### src/rtl/pc_fetch_unit.sv
// Program-counter register and single-outstanding instruction-fetch controller.
// Issues one imem request at a time and hands each returned word to decode via valid/ready.
module pc_fetch_unit #(
  parameter logic [31:0] RESET_VECTOR = 32'h0000_0000
) (
  input  logic        clock,
  input  logic        reset,
  input  logic [31:0] io_to_pc,
  input  logic        io_redirect,
  output logic [31:0] io_pc,
  output logic [31:0] io_pc_4,
  output logic        io_imem_req_valid,
  input  logic        io_imem_req_ready,
  output logic [31:0] io_imem_req_addr,
  input  logic        io_imem_resp_valid,
  input  logic [31:0] io_imem_resp_data,
  output logic        io_inst_valid,
  output logic [31:0] io_inst,
  output logic [31:0] io_inst_pc,
  input  logic        io_dec_ready
);

  typedef enum logic [1:0] {
    S_REQ  = 2'd0,
    S_WAIT = 2'd1,
    S_HOLD = 2'd2,
    S_DROP = 2'd3
  } state_t;

  state_t      r_state;
  state_t      w_next_state;
  logic [31:0] r_pc;
  logic [31:0] r_inst;
  logic [31:0] r_inst_pc;
  logic        w_dec_fire;
  logic        w_pc_load;
  logic        w_capture;

  // NOTE: sequential state uses non-blocking assignments so every register
  // samples pre-edge values regardless of process ordering.
  always_ff @(posedge clock or posedge reset) begin
    if (reset) begin
      r_state <= S_REQ;
    end else begin
      r_state <= w_next_state;
    end
  end

  // NOTE: the default assignment at the top of a combinational block keeps
  // every path assigned, so no latch is inferred.
  always_comb begin
    w_next_state = r_state;
    unique case (r_state)
      S_REQ: begin
        if (io_imem_req_ready) begin
          w_next_state = io_redirect ? S_DROP : S_WAIT;
        end
      end
      S_WAIT: begin
        if (io_redirect) begin
          w_next_state = io_imem_resp_valid ? S_REQ : S_DROP;
        end else if (io_imem_resp_valid) begin
          w_next_state = S_HOLD;
        end
      end
      S_HOLD: begin
        if (io_redirect || io_dec_ready) begin
          w_next_state = S_REQ;
        end
      end
      S_DROP: begin
        if (io_imem_resp_valid) begin
          w_next_state = S_REQ;
        end
      end
      default: w_next_state = S_REQ;
    endcase
  end

  // Request is masked during reset so nothing is issued before release.
  always_comb begin
    io_imem_req_valid = (r_state == S_REQ) && !reset;
    io_inst_valid     = (r_state == S_HOLD) && !io_redirect;
  end

  assign w_dec_fire = io_inst_valid && io_dec_ready;
  assign w_pc_load  = io_redirect || w_dec_fire;
  assign w_capture  = (r_state == S_WAIT) && io_imem_resp_valid && !io_redirect;

  // NOTE: every register here is a plain flop with a defined reset value;
  // there is no memory array, so nothing is left uninitialised.
  always_ff @(posedge clock or posedge reset) begin
    if (reset) begin
      r_pc      <= RESET_VECTOR;
      r_inst    <= 32'h0;
      r_inst_pc <= 32'h0;
    end else begin
      if (w_pc_load) begin
        r_pc <= io_to_pc & 32'hFFFF_FFFC;
      end
      if (w_capture) begin
        r_inst    <= io_imem_resp_data;
        r_inst_pc <= r_pc;
      end
    end
  end

  assign io_pc            = r_pc;
  assign io_pc_4          = r_pc + 32'd4;
  assign io_imem_req_addr = r_pc;
  assign io_inst          = r_inst;
  assign io_inst_pc       = r_inst_pc;

endmodule

### config.mk
export PLATFORM = sky130hd
export DESIGN_NAME = pc_fetch_unit
export DESIGN_NICKNAME = d
export VERILOG_FILES = /design/src/rtl/pc_fetch_unit.sv
export SDC_FILE = /design/constraint.sdc
export NUM_CORES = 1
export LEC_CHECK = 0
export CORE_ASPECT_RATIO = 0.6
export CORE_MARGIN = 2
export CORE_UTILIZATION = 43
export CTS_CLUSTER_DIAMETER = 80
export DETAILED_ROUTE_END_ITERATION = 6
export GPL_ROUTABILITY_DRIVEN = 0
export PLACE_DENSITY = 0.86
export SLEW_MARGIN = 25
export SYNTH_ARGS = -nofsm -noshare
export SYNTH_HDL_FRONTEND = slang
export SYNTH_SLANG_ARGS = --single-unit
### constraint.sdc
create_clock -name clock -period 5.8 [get_ports clock]
set_input_delay 1.16 -clock clock [delete_from_list [all_inputs] [get_ports clock]]
set_output_delay 1.16 -clock clock [all_outputs]
set_load 0.01 [all_outputs]
==> reports/summary.log, run 1 <==
qor: run_status.status finished clean
qor: sta.min_period_over_period 65.1%
qor: sta.slew_headroom 43.0%
qor: critical_path.startpoint_types register
qor: clock_network.postCtsHoldBufs 0
qor: place.detailedPlacementHpwl 8.70 mm
qor: synth.syn_std_cell_area 4430 µm²
qor: sta.min_period 3.78 ns
qor: sta.worstMarginPinSlew 0.855 ns
qor: layout.nFillCells 719
qor: floorplanning.die_area 11,200 µm²
qor: grt.first_global_vias 3,341
qor: sta.rsz0062_at_grt no
qor: floorplanning.num_io_pins 232
qor: clock_network.clock-sinks 94
qor: routing.detailedRoute.firstIterationViolations 67
qor: power_and_ir_drop.power.density 466 nW/µm²
qor: power_and_ir_drop.power.switching_fraction 30.6%
qor: clock_network.tritoncts built
qor: synth.synth_compound_gate_area_share 0.565%
qor: synth.synth_xor_area_share 5.74%
qor: place.dpl.cell_count 650
qor: power_and_ir_drop.p_int 2.22 mW
qor: synth.post_synth_num_cell_types 27
qor: run.cap_viol_max_count 0
qor: power_and_ir_drop.share_of_power_burned_in_the_clock_network 20.2%
qor: layout.summed_area_of_non_filler_cells_in_the_final_layout 6850 µm²
qor: synth.synth_fa_ha_area_share 0.283%
qor: grt.grt_pass1_wl 17.6 mm
qor: routing.postRouteWirelength 11.5 mm
qor: layout.numnets_final 597
qor: layout.final_common_cell sky130_fd_sc_hd__clkdlybuf4s50_1
qor: clock_network.post_cts.resized_instances 0
qor: power_and_ir_drop.register_share_of_total_power 35.9%
qor: place.preCtsSetupSlack 2.08 ns
qor: synth.yosys_warnings 0
qor: place.placement.io_buffers 221
qor: synth.largest_family_of_logic_cells_by_synthesized_area multiplexers
qor: floorplanning.core_area 9950 µm²
qor: critical_path.slowest_stage sky130_fd_sc_hd__clkdlybuf4s50_1
qor: grt.global_route.usage.total 20.4%
qor: synth.syn-mean-instance-area 13.0 µm²
qor: clock_network.post_cts.repair.setup_buffers 0
qor: routing.detailed_router_iteration_count_before_antenna_repair 4
qor: sta.maxSlewViolCount 0
qor: floorplanning.placement_rows 28
qor: grt.antenna_violations_before_repair 0
qor: power_and_ir_drop.comb_power_share 43.9%
qor: layout.insertedDiodeCount 0
qor: layout.instances_no_fill 666
qor: critical_path.critical_path.max_stage_delay 0.57 ns
qor: critical_path.r2r_cells 4
qor: worst_hold_path.whs_path_depth 1
qor: worst_hold_path.hold_path.class reg -> reg
qor: sta.clock_skew 0.00692 ns
qor: layout.syn_to_final_growth 54.8%
qor: layout.layout-drive-gt1-share 22.0%
qor: worst_hold_path.min-delay-start io_inst_pc[19]
qor: synth.syn-instance-count 340
qor: synth.synth.mux.area_fraction 23.4%
qor: synth.synth.ff_latch_count 94
qor: synth.synth_enable_flop_cells 0
qor: clock_network.cts_buffers 9
qor: routing.vias 3,287
qor: critical_path.arrival 2.62 ns
qor: layout.area_of_the_multi_input_gates 1730 µm²
qor: clock_network.worst_skew_pair.late_latency 0.32 ns
qor: sta.final_critical_path_setup_slack 2.02 ns
qor: critical_path.cp_max_fo 7
qor: sta.fin_worst_hold_slack 0.505 ns
qor: synth.synth-simple-area-share 8.00%
qor: clock_network.clk_path_buf_depth 2
qor: critical_path.worstSetupEndpointType output port
qor: clock_network.htree_num_levels 3
qor: worst_hold_path.min_to io_inst_pc[19]
qor: sta.setup-violations-final 0
qor: power_and_ir_drop.post-layout-total-power 3.19 mW
qor: sta.timing.setup.tns 0 ns
qor: critical_path.critical_path.reg2reg.endpoint io_inst[27]
qor: floorplanning.overall_die_width 135 µm
qor: routing.avgRoutedWirePerCell 17.3 µm
qor: synth.async_flop_share 100%
qor: power_and_ir_drop.netSwitchingPower 0.977 mW
qor: synth.ys_seq_area_share 53.1%
qor: critical_path.regToRegStartpoint r_state[1]
qor: critical_path.worst_ep_required_time 4.64 ns
qor: floorplanning.initial_utilization 44.5%
qor: sta.finalHoldViolations 0
qor: layout.final-seq-area 2350 µm²
qor: clock_network.cts.reportedPaths.clkPinSlew 0.06 ns
qor: layout.most-common-layout-cells 221 x sky130_fd_sc_hd__clkdlybuf4s50_1, 94 x sky130_fd_sc_hd__dfrtp_1, 92 x sky130_fd_sc_hd__mux2_2
qor: floorplanning.die-height 82.6 µm
qor: routing.routed_via_density 4.94
qor: routing.remaining_drc_errors 0
qor: layout.final_standard_cell_utilization_of_the_core 68.9%
qor: power_and_ir_drop.peakVddDrop 0.293 mV
qor: place.placedInstanceArea 6520 µm²
qor: routing.route.antenna.remaining_nets 0
qor: grt.globalRouteOverflowTotal 0
qor: critical_path.critical_path_class reg -> out
qor: synth.synth_ff_type sky130_fd_sc_hd__dfrtp_1
qor: sta.maxClockFrequency 265 MHz
qor: grt.maximum_number_of_pins_on_one_net_before_global_route_repair 95
qor: power_and_ir_drop.power.leakage 2.79 nW
qor: critical_path.crit_path_cell_trace ha_1 > nand3_1 > or2_2 > nor3_1 > xor2_1 > clkdlybuf4s50_1
qor: critical_path.reg2reg_slack 3.40 ns
qor: clock_network.root_buffer sky130_fd_sc_hd__clkbuf_16
==> worst max-delay path by stage <==
stage	start	to	slack [ns]	depth (start not counted)
finish	io_imem_req_addr[2]	io_pc_4[22]	2.02	6
global route	io_imem_req_addr[2]	io_pc_4[22]	1.89	6
CTS	io_imem_req_addr[2]	io_pc_4[22]	2.00	6
detailed placement	io_redirect	io_inst[27]	2.08	5
global placement	io_redirect	io_inst_valid	2.15	3
floorplan	reset	io_imem_req_addr[10]	2.19	1
==> state kept, by name, indices dropped and copies added (netlist names) <==
name / flops
io_inst: 32
r_state: 2
io_imem_req_addr: 30
io_inst_pc: 30
==> cell type report <==
class	instances	area share [%]
Sequential cell	94	34.3
Clock inverter	5	1.19
Clock buffer	11	3.69
Timing Repair Buffer	223	32.8
Inverter	5	0.347
Tap cell	135	2.46
Multi-Input combinational cell	193	25.2
==> cells in the mapped netlist, types with 3 or more instances <==
library cell	n	area, µm²
sky130_fd_sc_hd__dfrtp_1	94	2350
sky130_fd_sc_hd__and3_1	4	25.0
sky130_fd_sc_hd__mux2_2	92	1040
sky130_fd_sc_hd__nand4_1	10	62.6
sky130_fd_sc_hd__and2_1	3	18.8
sky130_fd_sc_hd__nor3_1	9	45.0
sky130_fd_sc_hd__buf_2	11	55.1
sky130_fd_sc_hd__and4_1	6	52.6
sky130_fd_sc_hd__xnor2_1	19	166
sky130_fd_sc_hd__buf_4	40	300
sky130_fd_sc_hd__inv_1	5	18.8
sky130_fd_sc_hd__nand2_1	9	33.8
sky130_fd_sc_hd__clkbuf_1	3	11.3
sky130_fd_sc_hd__nor2_1	4	15.0
sky130_fd_sc_hd__xor2_1	10	87.6
sky130_fd_sc_hd__nand3_1	9	45.0
==> kinds of logic after synthesis <==
logic type	count (synthesis)
DFF	94
AOI/OAI and AO/OA	4
buffers and inverters	60
and+or+nand+nor	59
xor gates and xnor gates	29
other	1
muxes	92
adders and majority gates	1
==> worst max-delay path: cells and delay by family, from the launching register on <==
kind	cells	cell delay, ns
xor+xnor	1	0.20
fa+ha+maj	1	0.40
buf+inv	1	0.57
flops	1	0.46
simple gates	3	0.67
==> power groups by stage <==
stage | sequential [mW] | clock, mW | combinational [mW]
after detailed placement | 1.16 | 0 | 1.42
after global routing | 1.19 | 0.683 | 1.49
after CTS | 1.15 | 0.659 | 1.42
after floorplan | 1.23 | 0 | 0.514
final | 1.15 | 0.645 | 1.40
after global placement | 1.13 | 0 | 1.38
==> routing by layer <==
metal	up-vias	global-route usage, %	part of all wire (%)	routed length, µm
met1	1632	25.2	41	4780
met2	152	35.4	49	5600
li1	1501	-	-	-
met5	-	0	0	0
met3	2	7.81	9.6	1110
met4	0	3.02	0.28	32
Note: power is estimated with default switching activity, not from simulation.
==> run 2: changes to the inputs <==
- CORE_UTILIZATION: 43 -> 40
- PLACE_DENSITY: 0.86 -> 0.81
- clock period: 5.8 -> 3.78 ns (I/O delays scaled with it)
==> reports/summary.log, run 2 (same netlist as run 1, synthesis figures left out) <==
qor: clock_network.cts_buffers 9 [unchanged]
qor: floorplanning.initial_utilization 41.5% [-3.0 points]
qor: layout.numnets_final 600 [+0.50%]
qor: run.cap_viol_max_count 0 [unchanged]
qor: grt.global_route.usage.total 19.3% [-1.1 points]
qor: critical_path.arrival 2.63 ns [about the same]
qor: floorplanning.placement_rows 29 [+3.6%]
qor: grt.antenna_violations_before_repair 0 [unchanged]
qor: power_and_ir_drop.register_share_of_total_power 36.9% [+1.0 points]
qor: clock_network.post_cts.resized_instances 0 [unchanged]
qor: sta.maxSlewViolCount 0 [unchanged]
qor: floorplanning.die_area 12,000 µm² [+7.2%]
qor: power_and_ir_drop.peakVddDrop 0.418 mV [+43%]
qor: sta.clock_skew 0.00419 ns [-0.00274 ns]
qor: power_and_ir_drop.power.leakage 2.77 nW [-0.77%]
qor: grt.first_global_vias 3,368 [+0.81%]
qor: critical_path.worstSetupEndpointType output port
qor: routing.m1WireLength 4.91 mm [+2.8%]
qor: layout.largest_register_ff_count 32 [unchanged]
qor: clock_network.clock-sinks 94 [unchanged]
qor: critical_path.worst_ep_required_time 3.02 ns [-1.62 ns]
qor: clock_network.postCtsHoldBufs 0 [unchanged]
qor: clock_network.post_cts.repair.setup_buffers 0 [unchanged]
qor: clock_network.root_buffer sky130_fd_sc_hd__clkbuf_16
qor: routing.remaining_drc_errors 0 [unchanged]
qor: floorplanning.num_io_pins 232 [unchanged]
qor: power_and_ir_drop.comb_power_share 45.5% [+1.6 points]
qor: clock_network.htree_num_levels 3 [unchanged]
qor: layout.syn_to_final_growth 54.0%
qor: critical_path.startpoint_types register
qor: floorplanning.core_area 10,700 µm² [+7.2%]
qor: sta.setup-violations-final 0 [unchanged]
qor: floorplanning.overall_die_width 140 µm [+3.6%]
qor: sta.min_period_over_period 89.6%
qor: routing.avgRoutedWirePerCell 17.2 µm [-0.61%]
qor: critical_path.regToRegStartpoint r_state[0]
qor: place.detailedPlacementHpwl 8.64 mm [-0.64%]
qor: worst_hold_path.min-delay-start io_inst_pc[18]
qor: power_and_ir_drop.power.switching_fraction 31.4% [+0.77 points]
qor: critical_path.cp-startpoint io_imem_req_addr[4]
qor: power_and_ir_drop.share_of_power_burned_in_the_clock_network 17.5% [-2.7 points]
qor: power_and_ir_drop.p_int 3.25 mW [+47%]
qor: critical_path.critical_path.max_stage_delay 0.58 ns [about the same]
qor: routing.met3_length 1.16 mm [+5.0%]
qor: critical_path.cp_max_fo 9 [+2]
qor: layout.layout-drive-gt1-share 21.9% [-0.12 points]
qor: grt.maximum_number_of_pins_on_one_net_before_global_route_repair 63 [-34%]
qor: sta.min_period 3.39 ns
qor: grt.grt_pass1_wl 18.1 mm [+3.0%]
qor: sta.maxClockFrequency 295 MHz
qor: grt.globalRouteOverflowTotal 0 [unchanged]
qor: sta.timing.setup.tns 0 ns [unchanged]
qor: layout.insertedDiodeCount 0 [unchanged]
qor: clock_network.worst_skew_pair.late_latency 0.33 ns [about the same]
qor: layout.final_common_cell sky130_fd_sc_hd__clkdlybuf4s50_1
qor: critical_path.slowest_stage sky130_fd_sc_hd__clkdlybuf4s50_1
qor: sta.worstMarginPinSlew 0.736 ns [-0.119 ns]
qor: sta.rsz0062_at_grt no
qor: routing.routed_via_density 4.97 [+0.74%]
qor: routing.postRouteWirelength 11.6 mm [+0.43%]
qor: floorplanning.die-height 85.5 µm [+3.5%]
qor: clock_network.cts.reportedPaths.clkPinSlew 0.06 ns [about the same]
qor: routing.highest-signal-layer met4
qor: sta.slew_headroom 50.9% [+8.0 points]
qor: run_status.status finished clean
qor: layout.most-common-layout-cells 221 x sky130_fd_sc_hd__clkdlybuf4s50_1, 94 x sky130_fd_sc_hd__dfrtp_1, 92 x sky130_fd_sc_hd__mux2_2
qor: critical_path.critical_path_class reg -> out
qor: clock_network.clk_path_buf_depth 2 [unchanged]
qor: power_and_ir_drop.power.density 695 nW/µm² [+49%]
qor: critical_path.path_delay_family simple AND/OR/NAND/NOR gates
qor: critical_path.crit_path_cell_trace and4_1 > and4bb_1 > nand4_1 > xnor2_1 > clkdlybuf4s50_1
qor: place.placement.io_buffers 221 [unchanged]
qor: critical_path.worstPathBufferInverterCount 1 [unchanged]
qor: power_and_ir_drop.post-layout-total-power 4.74 mW [+48%]
qor: routing.detailedRoute.firstIterationViolations 89 [+33%]
qor: routing.route.antenna.remaining_nets 0 [unchanged]
qor: worst_hold_path.hold_path.class reg -> reg
qor: clock_network.tritoncts built
qor: routing.route.met2.wl 5.39 mm [-3.8%]
qor: sta.finalHoldViolations 0 [unchanged]
qor: routing.detailed_router_iteration_count_before_antenna_repair 6 [+2]
qor: routing.vias 3,346 [+1.8%]
qor: power_and_ir_drop.netSwitchingPower 1.49 mW [+52%]
-- run 2: changes by cell type in the layout (fill, tap and decap cells not counted), sizes merged --
cell,delta
clkbuf,+2
clkinv,-1
clkinvlp,+1
buf,+3
bufinv,-2
-- run 2: final timing paths --
| check | to | slack (ns) | cells past startpoint |
|---|---|---|---|
| hold / removal | io_inst_pc[18] | 0.50 | 1 |
| min in group asynchronous | io_inst[27] | 0.88 | 2 |
| setup / recovery | io_pc_4[31] | 0.39 | 5 |
| hold reg to reg | io_inst_pc[18] | 0.50 | 1 |
| max in group asynchronous | io_inst[6] | 2.21 | 3 |
| setup reg to reg | io_imem_req_addr[9] | 1.81 | 4 |
-- run 2: area by class of cell --
cell class | instances | area [µm²]
Sequential cell | 94 | 2350
Multi-Input combinational cell | 193 | 1730
Inverter | 5 | 21.3
Tap cell | 139 | 174
Clock inverter | 3 | 20.0
Timing Repair Buffer | 226 | 2270
Clock buffer | 13 | 250
Fill cell | 789 | 3850
-- run 2: per-stage QoR --
step                setup slack [ns]  hold WS, ns  instance area, µm²  cells  util (%)
global placement               0.779        0.488                6550    657      61.4
CTS                            0.347        0.510                6820    673      63.9
global route                   0.210        0.520                6820    673      63.9
detailed placement             0.711        0.495                6550    657      61.4
finish                         0.391        0.504                6820    673      63.9
floorplan                      0.575        0.498                4450    347         -
-- run 2: routing by layer --
| layer | GRT usage (%) | vias up |
|---|---|---|
| met5 | 0 | - |
| met3 | 8.49 | 9 |
| met4 | 4.45 | 0 |
| met2 | 32.5 | 141 |
| met1 | 23.2 | 1680 |
| li1 | - | 1516 |
-- run 2: power groups by stage --
stage               registers [mW]  clock network (mW)  logic [mW]
floorplan                     1.88                   0       0.788
global placement              1.73                   0        2.15
detailed placement            1.77                   0        2.18
CTS                           1.76               0.853        2.19
global route                  1.82               0.899        2.28
finish                        1.75               0.831        2.16
